--- src/rtl/router_fifo.sv ---
// router_fifo: per-port output buffer of the 1x3 router.
// Stores {lfd, data} per entry and tracks packet boundaries on the read side
// so that end-of-packet is flagged without inspecting the payload.
module router_fifo #(
   parameter int unsigned WIDTH = 8,
   parameter int unsigned DEPTH = 16,
   parameter int unsigned AW    = 4
) (
   input  logic             clk,
   input  logic             reset,
   input  logic             soft_reset,
   input  logic             write_enb,
   input  logic             lfd_state,
   input  logic [WIDTH-1:0] data_in,
   input  logic             read_enb,
   output logic [WIDTH-1:0] data_out,
   output logic             full,
   output logic             empty,
   output logic             pkt_end
);

   localparam int unsigned PW = AW + 1;      // pointer width, extra wrap bit
   localparam int unsigned CW = WIDTH - 1;   // packet counter width
   localparam int unsigned LW = WIDTH - 2;   // header length field width

   logic [WIDTH:0]   mem_q [DEPTH];
   logic [PW-1:0]    wr_ptr_q, wr_ptr_d;
   logic [PW-1:0]    rd_ptr_q, rd_ptr_d;
   logic [CW-1:0]    pkt_cnt_q, pkt_cnt_d;
   logic [WIDTH-1:0] data_out_q, data_out_d;
   logic             pkt_end_q, pkt_end_d;
   logic             wr_ok, rd_ok, mem_we;
   logic [WIDTH:0]   rd_entry;
   logic [LW-1:0]    hdr_len;

   // Flags derived from the registered pointers
   always_comb begin
      empty = (wr_ptr_q == rd_ptr_q);
      full  = (wr_ptr_q[AW] != rd_ptr_q[AW]) &&
              (wr_ptr_q[AW-1:0] == rd_ptr_q[AW-1:0]);
   end

   // Next-state for pointers, read data and packet tracking
   always_comb begin
      wr_ptr_d   = wr_ptr_q;
      rd_ptr_d   = rd_ptr_q;
      pkt_cnt_d  = pkt_cnt_q;
      data_out_d = data_out_q;
      pkt_end_d  = 1'b0;
      wr_ok      = write_enb && !full;
      rd_ok      = read_enb && !empty;
      mem_we     = wr_ok && !soft_reset;
      rd_entry   = mem_q[rd_ptr_q[AW-1:0]];
      hdr_len    = rd_entry[WIDTH-1:2];
      if (soft_reset) begin
         wr_ptr_d   = '0;
         rd_ptr_d   = '0;
         pkt_cnt_d  = '0;
         data_out_d = '0;
      end else begin
         if (wr_ok) begin
            wr_ptr_d = wr_ptr_q + PW'(1);
         end
         if (rd_ok) begin
            rd_ptr_d   = rd_ptr_q + PW'(1);
            data_out_d = rd_entry[WIDTH-1:0];
            if (rd_entry[WIDTH]) begin
               pkt_cnt_d = CW'(hdr_len) + CW'(1);
            end else if (pkt_cnt_q != '0) begin
               pkt_cnt_d = pkt_cnt_q - CW'(1);
               pkt_end_d = (pkt_cnt_q == CW'(1));
            end
         end
      end
   end

   // State registers with asynchronous reset
   always_ff @(posedge clk or posedge reset) begin
      if (reset) begin
         wr_ptr_q   <= '0;
         rd_ptr_q   <= '0;
         pkt_cnt_q  <= '0;
         data_out_q <= '0;
         pkt_end_q  <= 1'b0;
      end else begin
         wr_ptr_q   <= wr_ptr_d;
         rd_ptr_q   <= rd_ptr_d;
         pkt_cnt_q  <= pkt_cnt_d;
         data_out_q <= data_out_d;
         pkt_end_q  <= pkt_end_d;
      end
   end

   // Storage array, never cleared by reset
   always_ff @(posedge clk) begin
      if (mem_we) begin
         mem_q[wr_ptr_q[AW-1:0]] <= {lfd_state, data_in};
      end
   end

   assign data_out = data_out_q;
   assign pkt_end  = pkt_end_q;

endmodule
--- config.mk ---
export PLATFORM = sky130hd
export DESIGN_NAME = router_fifo
export DESIGN_NICKNAME = d
export VERILOG_FILES = /design/src/rtl/router_fifo.sv
export SDC_FILE = /design/constraint.sdc
export NUM_CORES = 1
export LEC_CHECK = 0
export BUFFER_PORTS_ARGS = -buffer_cell sky130_fd_sc_hd__buf_4
export CAP_MARGIN = 20
export CELL_PAD_IN_SITES_DETAIL_PLACEMENT = 1
export CELL_PAD_IN_SITES_GLOBAL_PLACEMENT = 2
export CORE_ASPECT_RATIO = 0.7
export CORE_MARGIN = 4
export CORE_UTILIZATION = 50
export DETAILED_ROUTE_END_ITERATION = 12
export GPL_TIMING_DRIVEN = 0
export PLACE_DENSITY_LB_ADDON = 0.1
export SYNTH_ARGS = -nofsm -noshare
export SYNTH_HDL_FRONTEND = slang
export SYNTH_SLANG_ARGS = --single-unit
--- constraint.sdc ---
create_clock -name clk -period 6.2 [get_ports clk]
set_input_delay 1.24 -clock clk [delete_from_list [all_inputs] [get_ports clk]]
set_output_delay 1.24 -clock clk [all_outputs]
set_load 0.05 [all_outputs]
==> out/summary.md, run 1 <==
Entering global routing, the biggest net connects 27 pins. Relative to the synthesized area, the layout overhead comes to 14.4%. The number of hold buffers added after CTS was 0. For the total die area, the log shows 0.0162 sq mm. On the critical path, the stage with the largest delay is an instance of sky130_fd_sc_hd__dfrtp_1.

The share of the cycle needed by the critical path after routing is 54.9%. After detailed placement, the total cell area comes to 0.00750 sq mm. For the final weighted congestion of routability-driven global placement, the log shows 0.854. The completed layout was analyzed and its total power is 2840 uW.

The netlist area before placement came out at 0.00709 sq mm. The maximum clock skew at final layout was 0.00788 ns; the highest net fanout along the worst path was 10. The logs give 0 for the number of hold violations in the final report and 425 for the synthesized net count. The starting density of the core was 50.9%. Detailed placement finished with a half-perimeter wire length of 11.0 mm.

For the via count, the log shows 3880. The tightest min-delay check is of the flip-flop to flip-flop type. The run gives 17 as the clock buffer count from CTS. The post-route DRC violation count was 0; the number of I/O pins was 25. The clock tree synthesis step divided the H-tree into 4 levels. Summed over all cells, the static leakage comes to 0.00283 uW.

The fraction of layout cells with a size suffix above 1 was 22.7%. Summing the areas of all compound-gate instances in the mapped netlist gives 4.24% of the synthesized area. Across the VDD grid, the largest voltage drop is 0.000191 V. Number of antenna-violating nets in the routed design: 0. Measured along the x axis, the die boundary spans 150 microns.

Setup repair after global routing left no endpoint under its margin. Counting buffers and inverters, the worst setup path is 6 cells deep. In this run, the number of DRC markers left after iteration 0 of detailed routing was 447. The number of sinks driven by the clock tree was 170. The number of gates resized after cts was 0; the proportion of synthesized area in mux cells was 13.2%. The number of pins exceeding their max-slew limit in the final report was 0. Dividing the detail-routed wire length by the instance count gives 26.1 microns. The longest clock path from root to sink contains 2 buffers. The die outline height was 108 microns. The via count of the first global-routing pass was 4140. The number of cells on the worst reg-to-reg path is 8.

The kind of cell with the highest combined delay along the critical path is buffers and inverters. The smallest clock period supported by the final layout is computed as 3.40 ns. A synthesized cell averages 17.6 sq um. Among the stages of the critical path, the cell type that occurs most often is sky130_fd_sc_hd__buf_6.

The data arrival time at the worst-slack endpoint came out at 2.16 ns. Clock-pin slew was measured on the worst setup and hold paths at 0.07 ns. The worst register-to-register path begins at rd_ptr_q[0]$_DFFE_PP0P_. The final-report setup violation count was 0. The sort of element at the end of the critical path is a primary output. The Yosys step of the flow raised 0 warnings. The critical path's largest stage delay is 0.45 ns. Cell type with the highest aggregate area in the netlist: sky130_fd_sc_hd__edfxtp_1.

TritonCTS built the clock tree. The maximum operating frequency came out at 294 MHz. The number of synthesized register bits is 170, and the relative max-transition margin is 50.9%.

For this run, the total global-route usage over all layers was measured as 23.0%. Synthesis handed over a netlist of 402 instances. The net count of the finished layout is 469.

The area share of the leading cell type in the synthesized netlist was 61.0%. In this run, synthesis inferred 144 flip-flops with an integrated enable. Sequential cells were found to cover 70.2% of the synthesized design area. The clock insertion delay at the later pin of the skew report came out at 0.43 ns. At the pin with the least slew margin, the transition time is 0.736 ns. The count of maximum capacitance violations is 0.

The logs give 17.0 mm for the total wirelength of the detailed-routed design and 45 for the distinct cell type count of the synthesized netlist. The summed area of non-filler cells in the final layout is 0.00811 sq mm. The count of buffers added on input and output ports is 24. The synthesized netlist devotes 2.22% of its cell area to XOR and XNOR gates.

The most common flop cell mapped by yosys is sky130_fd_sc_hd__edfxtp_1. The repair_antennas step left the layout with diodes totalling 0. For this run, the detailed router's first-pass iteration total came to 5. The buffer count from post-CTS setup fixing was 0.

For the wire length of the first global-routing pass, the log shows 26.2 mm. The tools report the timing endpoint of the critical path as full. The tools report the root buffer cell as sky130_fd_sc_hd__clkbuf_16.

Fraction of the mapped netlist area in adder cells: 1.59%. In this run the standard cell core region covers 0.0139 sq mm. After synthesis, the largest family of logic cells by area is multiplexers.

The number of antenna violations at the first check in global routing was 0; the area fraction in and, or, nand and nor cells after synthesis was 6.85%. The setup total negative slack is 0 ns. Ranked by total cell area, the synthesized netlist is headed by sky130_fd_sc_hd__edfxtp_1, sky130_fd_sc_hd__mux4_2, sky130_fd_sc_hd__dfrtp_1.

The launch point of the worst path is rd_ptr_q[0]$_DFFE_PP0P_. The site row count came out at 36. The capture instance of the worst register-to-register path was mem_q[7][2]$_DFFE_PP_. For this run, asynchronously set or reset flops after synthesis account for 15.3%.

The run finished with clean final reports. The signal on the critical path passes through buf_6 -> buf_6 -> xnor2_1 -> nand4_1 -> nor2_1 -> buf_4. After detailed routing, the number of vias per cell comes to 5.98. The register-to-register setup slack was 2.95 ns; the power density over cell area was 351 mW/mm^2. The total grt overflow is 0. Together, buffers and inverters on the worst path number 3.

The worst setup path is of the flip-flop to primary output kind. For the required time of the critical path, the log shows 4.96 ns. The worst setup path is launched from a flip-flop.
-- worst min-delay path: stages (launching register included) --
cell and delay (ns):
sky130_fd_sc_hd__dfrtp_1 0.38, sky130_fd_sc_hd__nand2_1 0.06, sky130_fd_sc_hd__a21oi_1 0.05
-- worst min-delay path by stage --
| stage | slack [ns] | startpoint | end | cells past startpoint |
|---|---|---|---|---|
| floorplan | 0.54 | pkt_cnt_q[6]$_DFFE_PP0P_ | pkt_cnt_q[6]$_DFFE_PP0P_ | 2 |
| global placement | 0.51 | data_out[3]$_DFFE_PP0P_ | data_out[3]$_DFFE_PP0P_ | 2 |
| detailed placement | 0.52 | data_out[5]$_DFFE_PP0P_ | data_out[5]$_DFFE_PP0P_ | 2 |
| CTS | 0.53 | data_out[5]$_DFFE_PP0P_ | data_out[5]$_DFFE_PP0P_ | 2 |
| global route | 0.55 | data_out[0]$_DFFE_PP0P_ | data_out[0]$_DFFE_PP0P_ | 2 |
| finish | 0.53 | data_out[5]$_DFFE_PP0P_ | data_out[5]$_DFFE_PP0P_ | 2 |
-- final cells by class --
cell class / instances / area, sq um
Buffer: 19 / 100
Clock buffer: 20 / 489
Clock inverter: 12 / 83.8
Fill cell: 1246 / 5810
Inverter: 6 / 22.5
Multi-Input combinational cell: 207 / 1990
Sequential cell: 170 / 4970
Tap cell: 190 / 238
Timing Repair Buffer: 25 / 208
-- cells by family after synthesis --
logic type      count (synthesis)
compound gates                 44
xor+xnor                       18
fa+ha+maj                       9
buf+inv                        25
flops                         170
mux                            41
simple gates                   95
-- metrics by stage --
| stage | std cells | hold WS, ns | worst slack [ns] | util [%] |
|---|---|---|---|---|
| 4_1_cts | 648 | 0.528 | 2.79 | 58.0 |
| 3_5_place_dp | 616 | 0.518 | 2.81 | 53.9 |
| 5_1_grt | 649 | 0.554 | 2.66 | 58.2 |
| 2_1_floorplan | 402 | 0.538 | 3.23 | - |
| 6_report | 649 | 0.527 | 2.80 | 58.2 |
| 3_3_place_gp | 616 | 0.514 | 2.90 | 53.9 |
-- sequential cells by signal, indices dropped and copies added, names as in the netlist --
| register | flops |
|---|---|
| mem_q | 144 |
| data_out | 8 |
| pkt_cnt_q | 7 |
| rd_ptr_q | 5 |
| wr_ptr_q | 5 |
| pkt_end | 1 |
-- where the power goes --
part	internal (uW)	total, uW	switching [uW]	leakage, uW
Combinational	217	523	306	0.000886
Clock	574	1020	450	0.000289
Sequential	1270	1300	25.9	0.00165
Total	2060	2840	782	0.00283
-- Yosys cell counts, types with 2 or more instances --
cell,instances
sky130_fd_sc_hd__mux4_2,34
sky130_fd_sc_hd__o21ai_0,6
sky130_fd_sc_hd__o22ai_1,3
sky130_fd_sc_hd__mux4_1,6
sky130_fd_sc_hd__nor2b_1,5
sky130_fd_sc_hd__nand4_1,4
sky130_fd_sc_hd__edfxtp_1,144
sky130_fd_sc_hd__and2_1,4
sky130_fd_sc_hd__buf_6,2
sky130_fd_sc_hd__o32ai_1,2
sky130_fd_sc_hd__buf_2,5
sky130_fd_sc_hd__nor2_1,19
sky130_fd_sc_hd__nor4_1,3
sky130_fd_sc_hd__ha_1,9
sky130_fd_sc_hd__clkbuf_1,8
sky130_fd_sc_hd__buf_1,2
sky130_fd_sc_hd__a22oi_1,9
sky130_fd_sc_hd__o21a_1,3
sky130_fd_sc_hd__dfrtp_1,26
sky130_fd_sc_hd__inv_1,6
sky130_fd_sc_hd__buf_4,2
sky130_fd_sc_hd__a21oi_1,14
sky130_fd_sc_hd__nand3_1,5
sky130_fd_sc_hd__xor2_1,11
sky130_fd_sc_hd__xnor2_1,7
sky130_fd_sc_hd__nand2_1,28
sky130_fd_sc_hd__and3_1,17
-- layout by cell type (no fill, tap or decap), drive strengths merged, types with 4 or more instances in the layout --
master	count
dfrtp	26
nand2	29
ha	9
o21ai	7
a21oi	14
and3	17
and2	4
nand4	4
a22oi	11
xor2	11
nand3	5
edfxtp	144
clkbuf	28
clkinv	6
buf	36
nor2b	5
inv	11
nor2	19
mux4	40
xnor2	7
-- per-layer routing --
metal	track usage, %	part of all wire (%)
met1	35.1	47
met2	34.2	47
met3	5.05	5.5
met4	5.42	0.91
met5	0	0
No activity file was read; power rests on OpenSTA's default activity.
==> run 2, diff against run 1 <==
Settings changed: ABC_AREA set to 1, CORE_UTILIZATION 50 to 37.
Clock period 6.2 ns to 3.1 ns, I/O delays scaled along.
==> out/summary.md, run 2 <==
The maximum clock skew at final layout came out at 0.0148 ns (was 0.00788 ns). For the data arrival time at the worst-slack endpoint, the log shows 2.89 ns (was 2.16 ns). The switching fraction of total power was 30.0% (was 27.5%).

The number of enable-type register cells in the synthesized netlist works out to 144 (unchanged). The leading cell type by number of instances after synthesis was sky130_fd_sc_hd__nand2_1 (was sky130_fd_sc_hd__edfxtp_1). The run gives 4 (unchanged) as the number of levels in the clock H-tree. The logs give 25 (unchanged) for the number of I/O pins and 0 (unchanged) for the buffer count from post-CTS setup fixing.

The internal power was 4190 uW (was 2060 uW); the number of optimization iterations in the first detailed-route pass was 7 (was 5). The total grt overflow is 0 (unchanged), and the count of hold buffers inserted by post-cts repair is 0 (unchanged). The number of synthesized register bits came out at 170 (unchanged). For the count of maximum capacitance violations, the log shows 0 (unchanged). The maximum VDD drop is 0.000333 V (was 0.000191 V), and the worst reg-to-reg path cell count is 11 (was 8). The tools report the root buffer cell as sky130_fd_sc_hd__clkbuf_16 (unchanged). Fraction of layout cells with a size suffix above 1: 15.8% (was 22.7%).

The clock share of power was 36.8% (was 36.0%). Die outline height: 128 microns (was 108 microns). The most common flop cell mapped by yosys is sky130_fd_sc_hd__edfxtp_1 (unchanged). Post-route DRC violation count: 0 (unchanged).

The part of the total power dissipated in sequential elements was 43.2% (was 45.6%). Final critical-path required period: 2.74 ns. The number of hold violations in the final report was 0 (unchanged).

The logs give 0.44 ns (was 0.43 ns) for the clock insertion delay at the later pin of the skew report and 22.3 mm (was 17.0 mm) for the total wirelength of the detailed-routed design. Transition time of the tightest slew-check pin: 0.815 ns (was 0.736 ns). The tools report the placeable core area as 0.0200 sq mm (was 0.0139 sq mm). The run gives 756 (was 425) as the synthesized net count. For the wire length of the first global-routing pass, the log shows 34.4 mm (was 26.2 mm).

The switching power total came out at 1790 uW (was 782 uW). Power density over cell area: 670 mW/mm^2 (was 351 mW/mm^2). Final-report setup violation count: 0 (unchanged). Register clock-pin slew on the reported worst setup and hold paths: 0.07 ns (about the same). The highest net fanout along the worst path was 10 (unchanged); the via count was 5388 (was 3880). The logs give 386 (was 447) for the first-iteration detailed-routing DRC count and 15.6 mm (was 11.0 mm) for the detailed placement HPWL.

The number of flip-flops in the largest register is 144 (unchanged), and the all-layer global routing usage is 20.2% (was 23.0%). The final routed wire length divided by cell count is 20.8 microns (was 26.1 microns), and the worst hold slack after final layout is 0.166 ns (was 0.527 ns). The post-synthesis to final-layout area growth came out at 17.2% (was 14.4%). The maximum buffer depth of the clock tree was 2 (unchanged); the number of input and output port buffers inserted was 23 (was 24). The total die area is 0.0230 sq mm (was 0.0162 sq mm).

The number of antenna violations at the first check in global routing came out at 0 (unchanged). The register cell area after layout is 0.00497 sq mm (unchanged). Number of sinks driven by the clock tree: 170 (unchanged).

Most frequent cells in the layout: sky130_fd_sc_hd__nand2_1, sky130_fd_sc_hd__edfxtp_1, sky130_fd_sc_hd__nor2_1, sky130_fd_sc_hd__inv_1 (was sky130_fd_sc_hd__edfxtp_1, sky130_fd_sc_hd__mux4_2, sky130_fd_sc_hd__nand2_1, sky130_fd_sc_hd__buf_4, sky130_fd_sc_hd__dfrtp_1). For the fill cell total of the finished layout, the log shows 2261 (was 1246). For the number of antenna-violating nets in the routed design, the log shows 0 (unchanged).

Via count of the first global-routing pass: 5578 (was 4140). The net count reported at finish was 815 (was 469). The mean instance size in the synthesized netlist is 10.4 sq um (was 17.6 sq um). The largest net degree at the start of global routing was 27 (unchanged). Setup repair after global routing left no endpoint under its margin.

The final critical-path setup slack is 0.361 ns (was 2.80 ns), and the distinct cell type count of the synthesized netlist is 37 (was 45). Top cell types by occurrence after synthesis: sky130_fd_sc_hd__nand2_1, sky130_fd_sc_hd__edfxtp_1, sky130_fd_sc_hd__nor2_1 (was sky130_fd_sc_hd__edfxtp_1, sky130_fd_sc_hd__mux4_2, sky130_fd_sc_hd__nand2_1). Count of yosys warnings during synthesis: 0 (unchanged). After layout, the worst path uses 88.3% of the clock period. The reg-to-reg startpoint was rd_ptr_q[0]$_DFFE_PP0P_ (unchanged). The capture instance of the worst register-to-register path is mem_q[8][6]$_DFFE_PP_ (was mem_q[7][2]$_DFFE_PP_). The run gives 43 (was 36) as the site row count. The fraction of registers with async set or reset after synthesis works out to 15.3% (unchanged). The cell type with the highest aggregate area in the netlist is sky130_fd_sc_hd__edfxtp_1 (unchanged). The run finished with clean final reports. Launch point of the worst path: rd_ptr_q[0]$_DFFE_PP0P_ (unchanged).

The run gives 733 (was 402) as the gate count of the mapped netlist. The run gives 0 (unchanged) as the number of gates resized after cts. The critical setup path kind is flip-flop to flip-flop (was flip-flop to primary output). Netlist area before placement: 0.00762 sq mm (was 0.00709 sq mm). The proportion of synthesized chip area in sequential cells was 65.2% (was 70.2%); the overall die width was 180 microns (was 150 microns). The count of antenna diodes in the layout came out at 0 (unchanged). Area contributors post-synth: sky130_fd_sc_hd__edfxtp_1, sky130_fd_sc_hd__nand2_1, sky130_fd_sc_hd__dfrtp_1 (was sky130_fd_sc_hd__edfxtp_1, sky130_fd_sc_hd__mux4_2, sky130_fd_sc_hd__dfrtp_1). The area share of the leading cell type in the synthesized netlist was 56.7% (was 61.0%).

TritonCTS built the clock tree. For the required time of the critical path, the log shows 3.25 ns (was 4.96 ns). The logs give 0.00214 sq mm (was 0.00199 sq mm) for the area used by multi-input combinational logic and 0.794 (was 0.854) for the final weighted congestion of routability-driven global placement. The starting density of the core was 38.1% (was 50.9%). The timing endpoint of the critical path is mem_q[8][6]$_DFFE_PP_ (was full). The run gives 5980 uW (was 2840 uW) as the post-route total power. The register-to-register setup slack is 0.36 ns (was 2.95 ns). The sort of element at the end of the critical path was a flip-flop (was a primary output).

The run gives 0.00367 uW (was 0.00283 uW) as the leakage power of the design. Most frequent standard cell in the layout excluding fill and tap cells: sky130_fd_sc_hd__nand2_1 (was sky130_fd_sc_hd__edfxtp_1). Combinational group share of total power: 20.0% (was 18.4%). For the setup slack at placement, the log shows 0.195 ns (was 2.81 ns). The number of pins exceeding their max-slew limit in the final report was 0 (unchanged); the via density per instance was 5.01 (was 5.98). For the maximum operating frequency, the log shows 365 MHz. The tools report the relative max-transition margin as 45.4% (was 50.9%). The worst min-delay path category was primary input to asynchronous set/reset pin (was flip-flop to flip-flop). For the clock buffer count from CTS, the log shows 17 (unchanged). The tools report the critical path launch point type as a flip-flop (unchanged).
run 2: cell count changes after synthesis, sizes merged, moves of 6 or more:
| cell | delta |
|---|---|
| a21oi | -9 |
| a22oi | -11 |
| and3 | -17 |
| buf | +15 |
| inv | +73 |
| mux4 | -40 |
| nand2 | +168 |
| nand3 | +48 |
| nor2 | +71 |
| nor3 | +6 |
| o21ai | +54 |
| xor2 | -6 |
run 2: power groups by stage:
stage               sequential [uW]  combinational, uW  clock (uW)
finish                         2590               1190        2200
global route                   2590               1340        2370
CTS                            2590               1190        2250
detailed placement             2640               1180           0
global placement               2630               1150           0
floorplan                      2680                744           0
run 2: area by class of cell:
type,instances,area share (%)
Buffer,30,2.41
Clock buffer,17,4.76
Clock inverter,15,1.93
Inverter,81,3.43
Multi-Input combinational cell,452,24.0
Sequential cell,170,55.7
Tap cell,270,3.78
Timing Repair Buffer,40,4.01
run 2: cell families (layout without fill, tap and decap cells):
family,after synthesis,in the layout,share of synthesized area [%]
AOI/OAI and AO/OA,85,85,6.20
xor gates and xnor gates,7,7,0.903
adders and majority gates,9,9,1.48
buffers and inverters,111,183,6.84
DFF,170,170,65.2
and+or+nand+nor,351,351,19.3
run 2: metrics by stage:
stage,cell area (sq um),utilization (%),TNS [ns],instances
4_1_cts,8890,44.4,0,1072
3_5_place_dp,8290,41.4,0,1040
2_1_floorplan,7620,-,0,733
3_3_place_gp,8140,40.6,-6.13,1026
6_report,8930,44.6,0,1075
5_1_grt,8930,44.6,0,1075
run 2: worst max-delay path, cell delays in order (launching register included):
cell                      delay, ns
sky130_fd_sc_hd__dfrtp_1       0.37
sky130_fd_sc_hd__buf_6         0.16
sky130_fd_sc_hd__buf_6         0.18
sky130_fd_sc_hd__xor2_2        0.15
sky130_fd_sc_hd__nor2_2        0.08
sky130_fd_sc_hd__nand2_1       0.07
sky130_fd_sc_hd__or2_4         0.12
sky130_fd_sc_hd__nand2_4       0.05
sky130_fd_sc_hd__nor2_2        0.18
sky130_fd_sc_hd__nand2_1       0.18
sky130_fd_sc_hd__nor2_1        0.66
sky130_fd_sc_hd__buf_6         0.23
run 2: worst min-delay path by stage:
stage                             start                       end  slack, ns  depth (start not counted)
6_report                          reset   wr_ptr_q[3]$_DFFE_PP0P_       0.17                          2
5_1_grt                           reset   wr_ptr_q[4]$_DFFE_PP0P_       0.17                          2
4_1_cts                       lfd_state    mem_q[13][8]$_DFFE_PP_       0.48                          1
3_5_place_dp   pkt_cnt_q[6]$_DFFE_PP0P_  pkt_cnt_q[6]$_DFFE_PP0P_       0.47                          2
3_3_place_gp   pkt_cnt_q[6]$_DFFE_PP0P_  pkt_cnt_q[6]$_DFFE_PP0P_       0.47                          2
2_1_floorplan  pkt_cnt_q[6]$_DFFE_PP0P_  pkt_cnt_q[6]$_DFFE_PP0P_       0.45                          2
run 2: metal layers:
layer | wire [microns] | global-route usage [%] | part of all wire, % | vias up
li1 | - | - | - | 2550
met1 | 11000 | 29.5 | 49 | 2716
met2 | 10000 | 31.2 | 45 | 102
met3 | 1020 | 4.54 | 4.5 | 20
met4 | 270 | 4.43 | 1.2 | 0
met5 | 0 | 0 | 0 | -
==> run 3, diff against run 2 <==
Settings changed: CORE_UTILIZATION 37 to 39, CTS_BUF_LIST set to sky130_fd_sc_hd__clkbuf_4 sky130_fd_sc_hd__clkbuf_8.
==> out/summary.md, run 3 (same netlist as run 2, synthesis figures left out) <==
The run finished with clean final reports. The overall die width was 175 microns (was 180 microns); the highest net fanout along the worst path was 10 (unchanged). The run gives 42 (was 43) as the site row count. The post-synthesis to final-layout area growth came out at 14.1% (was 17.2%). The logs give 0.47 ns (was 0.44 ns) for the clock insertion delay at the later pin of the skew report and 0 (unchanged) for the final-report setup violation count. The transition time of the tightest slew-check pin was 1.00 ns (was 0.815 ns); the wire length of the first global-routing pass was 33.5 mm (was 34.4 mm). The number of antenna violations at the first check in global routing is 0 (unchanged), and the number of levels in the clock H-tree is 4 (unchanged).

The number of input and output port buffers inserted works out to 23 (unchanged). The logs give 347 MHz (was 365 MHz) for the maximum operating frequency and 0 (unchanged) for the number of pins exceeding their max-slew limit in the final report. The number of buffers and inverters on the critical path works out to 3 (unchanged). The critical path launch point type is a flip-flop (unchanged).

The clock buffer count from CTS is 17 (unchanged), and the total die area is 0.0219 sq mm (was 0.0230 sq mm). The fraction of layout cells with a size suffix above 1 came out at 15.8% (about the same). The tools report the detailed placement HPWL as 15.6 mm (about the same). The tools report the number of antenna-violating nets in the routed design as 0 (unchanged). The buffer count from post-CTS setup fixing came out at 0 (unchanged).

The run gives 5379 (was 5388) as the via count. The required time of the critical path is 3.28 ns (was 3.25 ns). The starting density of the core is 40.0% (was 38.1%). The maximum clock skew at final layout came out at 0.0226 ns (was 0.0148 ns). The run gives 3.06 ns (was 2.89 ns) as the data arrival time at the worst-slack endpoint. Most frequent standard cell in the layout excluding fill and tap cells: sky130_fd_sc_hd__nand2_1 (unchanged). The setup slack at placement came out at 0.242 ns (was 0.195 ns).

The final critical-path setup slack is 0.216 ns (was 0.361 ns). The critical path's largest stage delay is 0.75 ns (was 0.66 ns). Library cell appearing most often on the critical path: sky130_fd_sc_hd__buf_6 (unchanged).

The final critical-path required period came out at 2.88 ns (was 2.74 ns). For the number of optimization iterations in the first detailed-route pass, the log shows 5 (was 7). The cell family contributing the most delay on the critical path was simple AND/OR/NAND/NOR gates (unchanged). The leakage power of the design came out at 0.00355 uW (was 0.00367 uW). Largest net degree at the start of global routing: 27 (unchanged). The critical setup path kind was flip-flop to flip-flop (unchanged). For the count of hold buffers inserted by post-cts repair, the log shows 0 (unchanged).

Placeable core area: 0.0191 sq mm (was 0.0200 sq mm). The final weighted congestion of routability-driven global placement is 0.809 (was 0.794), and the maximum buffer depth of the clock tree is 2 (unchanged). The share of the cycle needed by the critical path after routing is 93.0% (was 88.3%), and the number of sinks driven by the clock tree is 170 (unchanged). Most frequent cells in the layout: sky130_fd_sc_hd__nand2_1, sky130_fd_sc_hd__edfxtp_1, sky130_fd_sc_hd__nor2_1, sky130_fd_sc_hd__inv_1 (unchanged). The logs give 5443 (was 5578) for the via count of the first global-routing pass and 0 (unchanged) for the number of hold violations in the final report. The run gives 20.6% (was 20.2%) as the all-layer global routing usage. The worst min-delay path category is primary input to asynchronous set/reset pin (unchanged). The register clock-pin slew on the reported worst setup and hold paths is 0.10 ns (was 0.07 ns). The area used by multi-input combinational logic was 0.00214 sq mm (unchanged). The library cell contributing the largest single delay on the critical path was sky130_fd_sc_hd__nor2_1 (unchanged). The first-iteration detailed-routing DRC count is 454 (was 386). Series of cell instances along the critical path: buf_6 -> buf_6 -> xor2_2 -> nor2_2 -> nand2_1 -> or2_4 -> nand2_4 -> nor2_2 -> nand2_1 -> nor2_1 -> buf_6 (unchanged). The final core utilization was 45.6% (was 44.6%). The run gives 814 (was 815) as the net count reported at finish. TritonCTS built the clock tree.

The die outline height was 125 microns (was 128 microns); the power density over cell area was 609 mW/mm^2 (was 670 mW/mm^2). Sort of element at the end of the critical path: a flip-flop (unchanged). Root buffer cell: sky130_fd_sc_hd__clkbuf_8 (was sky130_fd_sc_hd__clkbuf_16). The number of I/O pins was 25 (unchanged); the post-route DRC violation count was 0 (unchanged). The register cell area after layout came out at 0.00497 sq mm (unchanged).

Setup repair after global routing left no endpoint under its margin. For the total wirelength of the detailed-routed design, the log shows 22.1 mm (was 22.3 mm). The maximum VDD drop came out at 0.000221 V (was 0.000333 V).

Count of maximum capacitance violations: 0 (unchanged). The logs give 2160 (was 2261) for the fill cell total of the finished layout and 0 (unchanged) for the number of gates resized after cts. The number of flip-flops in the largest register was 144 (unchanged); the relative max-transition margin was 32.9% (was 45.4%). The final routed wire length divided by cell count works out to 20.6 microns (was 20.8 microns). The via density per instance is 5.03 (was 5.01), and the total grt overflow is 0 (unchanged).
run 3: cell types whose count changed in the layout (fill, tap and decap cells not counted), moves of 4 or more:
cell / change
sky130_fd_sc_hd__clkbuf_16: -17
sky130_fd_sc_hd__clkbuf_8: +17
sky130_fd_sc_hd__buf_4: -4
sky130_fd_sc_hd__buf_6: +4
sky130_fd_sc_hd__clkinvlp_4: +4
run 3: layout make-up:
class	instances	share of cell area, %
Antenna cell	1	0.0288
Multi-Input combinational cell	452	24.6
Tap cell	264	3.80
Clock buffer	19	2.86
Clock inverter	13	1.41
Timing Repair Buffer	39	4.11
Buffer	30	2.47
Sequential cell	170	57.2
Inverter	81	3.52
run 3: metrics by stage:
stage | cell area, sq um | total power [uW] | TNS [ns] | instances | hold slack (ns)
6_report | 8700 | 5300 | 0 | 1069 | 0.0596
5_1_grt | 8700 | 5590 | 0 | 1068 | 0.0562
4_1_cts | 8660 | 5330 | 0 | 1066 | 0.418
3_5_place_dp | 8290 | 3820 | 0 | 1034 | 0.469
3_3_place_gp | 8130 | 3780 | -5.22 | 1020 | 0.465
2_1_floorplan | 7620 | 3430 | 0 | 733 | 0.449
run 3: final timing paths:
kind,to,slack [ns],from,depth (start not counted)
worst max register to register,mem_q[10][3]$_DFFE_PP_,0.22,rd_ptr_q[0]$_DFFE_PP0P_,11
worst min-delay path,wr_ptr_q[4]$_DFFE_PP0P_,0.06,reset,2
worst min register to register,pkt_cnt_q[6]$_DFFE_PP0P_,0.50,pkt_cnt_q[6]$_DFFE_PP0P_,2
worst max-delay path,mem_q[10][3]$_DFFE_PP_,0.22,rd_ptr_q[0]$_DFFE_PP0P_,11
min in group clk,mem_q[2][8]$_DFFE_PP_,0.46,lfd_state,1
max in group asynchronous,data_out[2]$_DFFE_PP0P_,2.62,reset,3
run 3: layer usage:
| metal | GRT usage (%) | routed length (microns) | part of all wire, % | vias to the layer above |
|---|---|---|---|---|
| li1 | - | - | - | 2545 |
| met1 | 32.3 | 11200 | 51 | 2711 |
| met2 | 30.1 | 9700 | 44 | 103 |
| met3 | 2.72 | 889 | 4.0 | 20 |
| met4 | 5.40 | 294 | 1.3 | 0 |
| met5 | 0 | 0 | 0 | - |
run 3: where the power goes:
group | internal (uW) | switching, uW
Clock | 660 | 868
Combinational | 379 | 810
Sequential | 2540 | 44.7
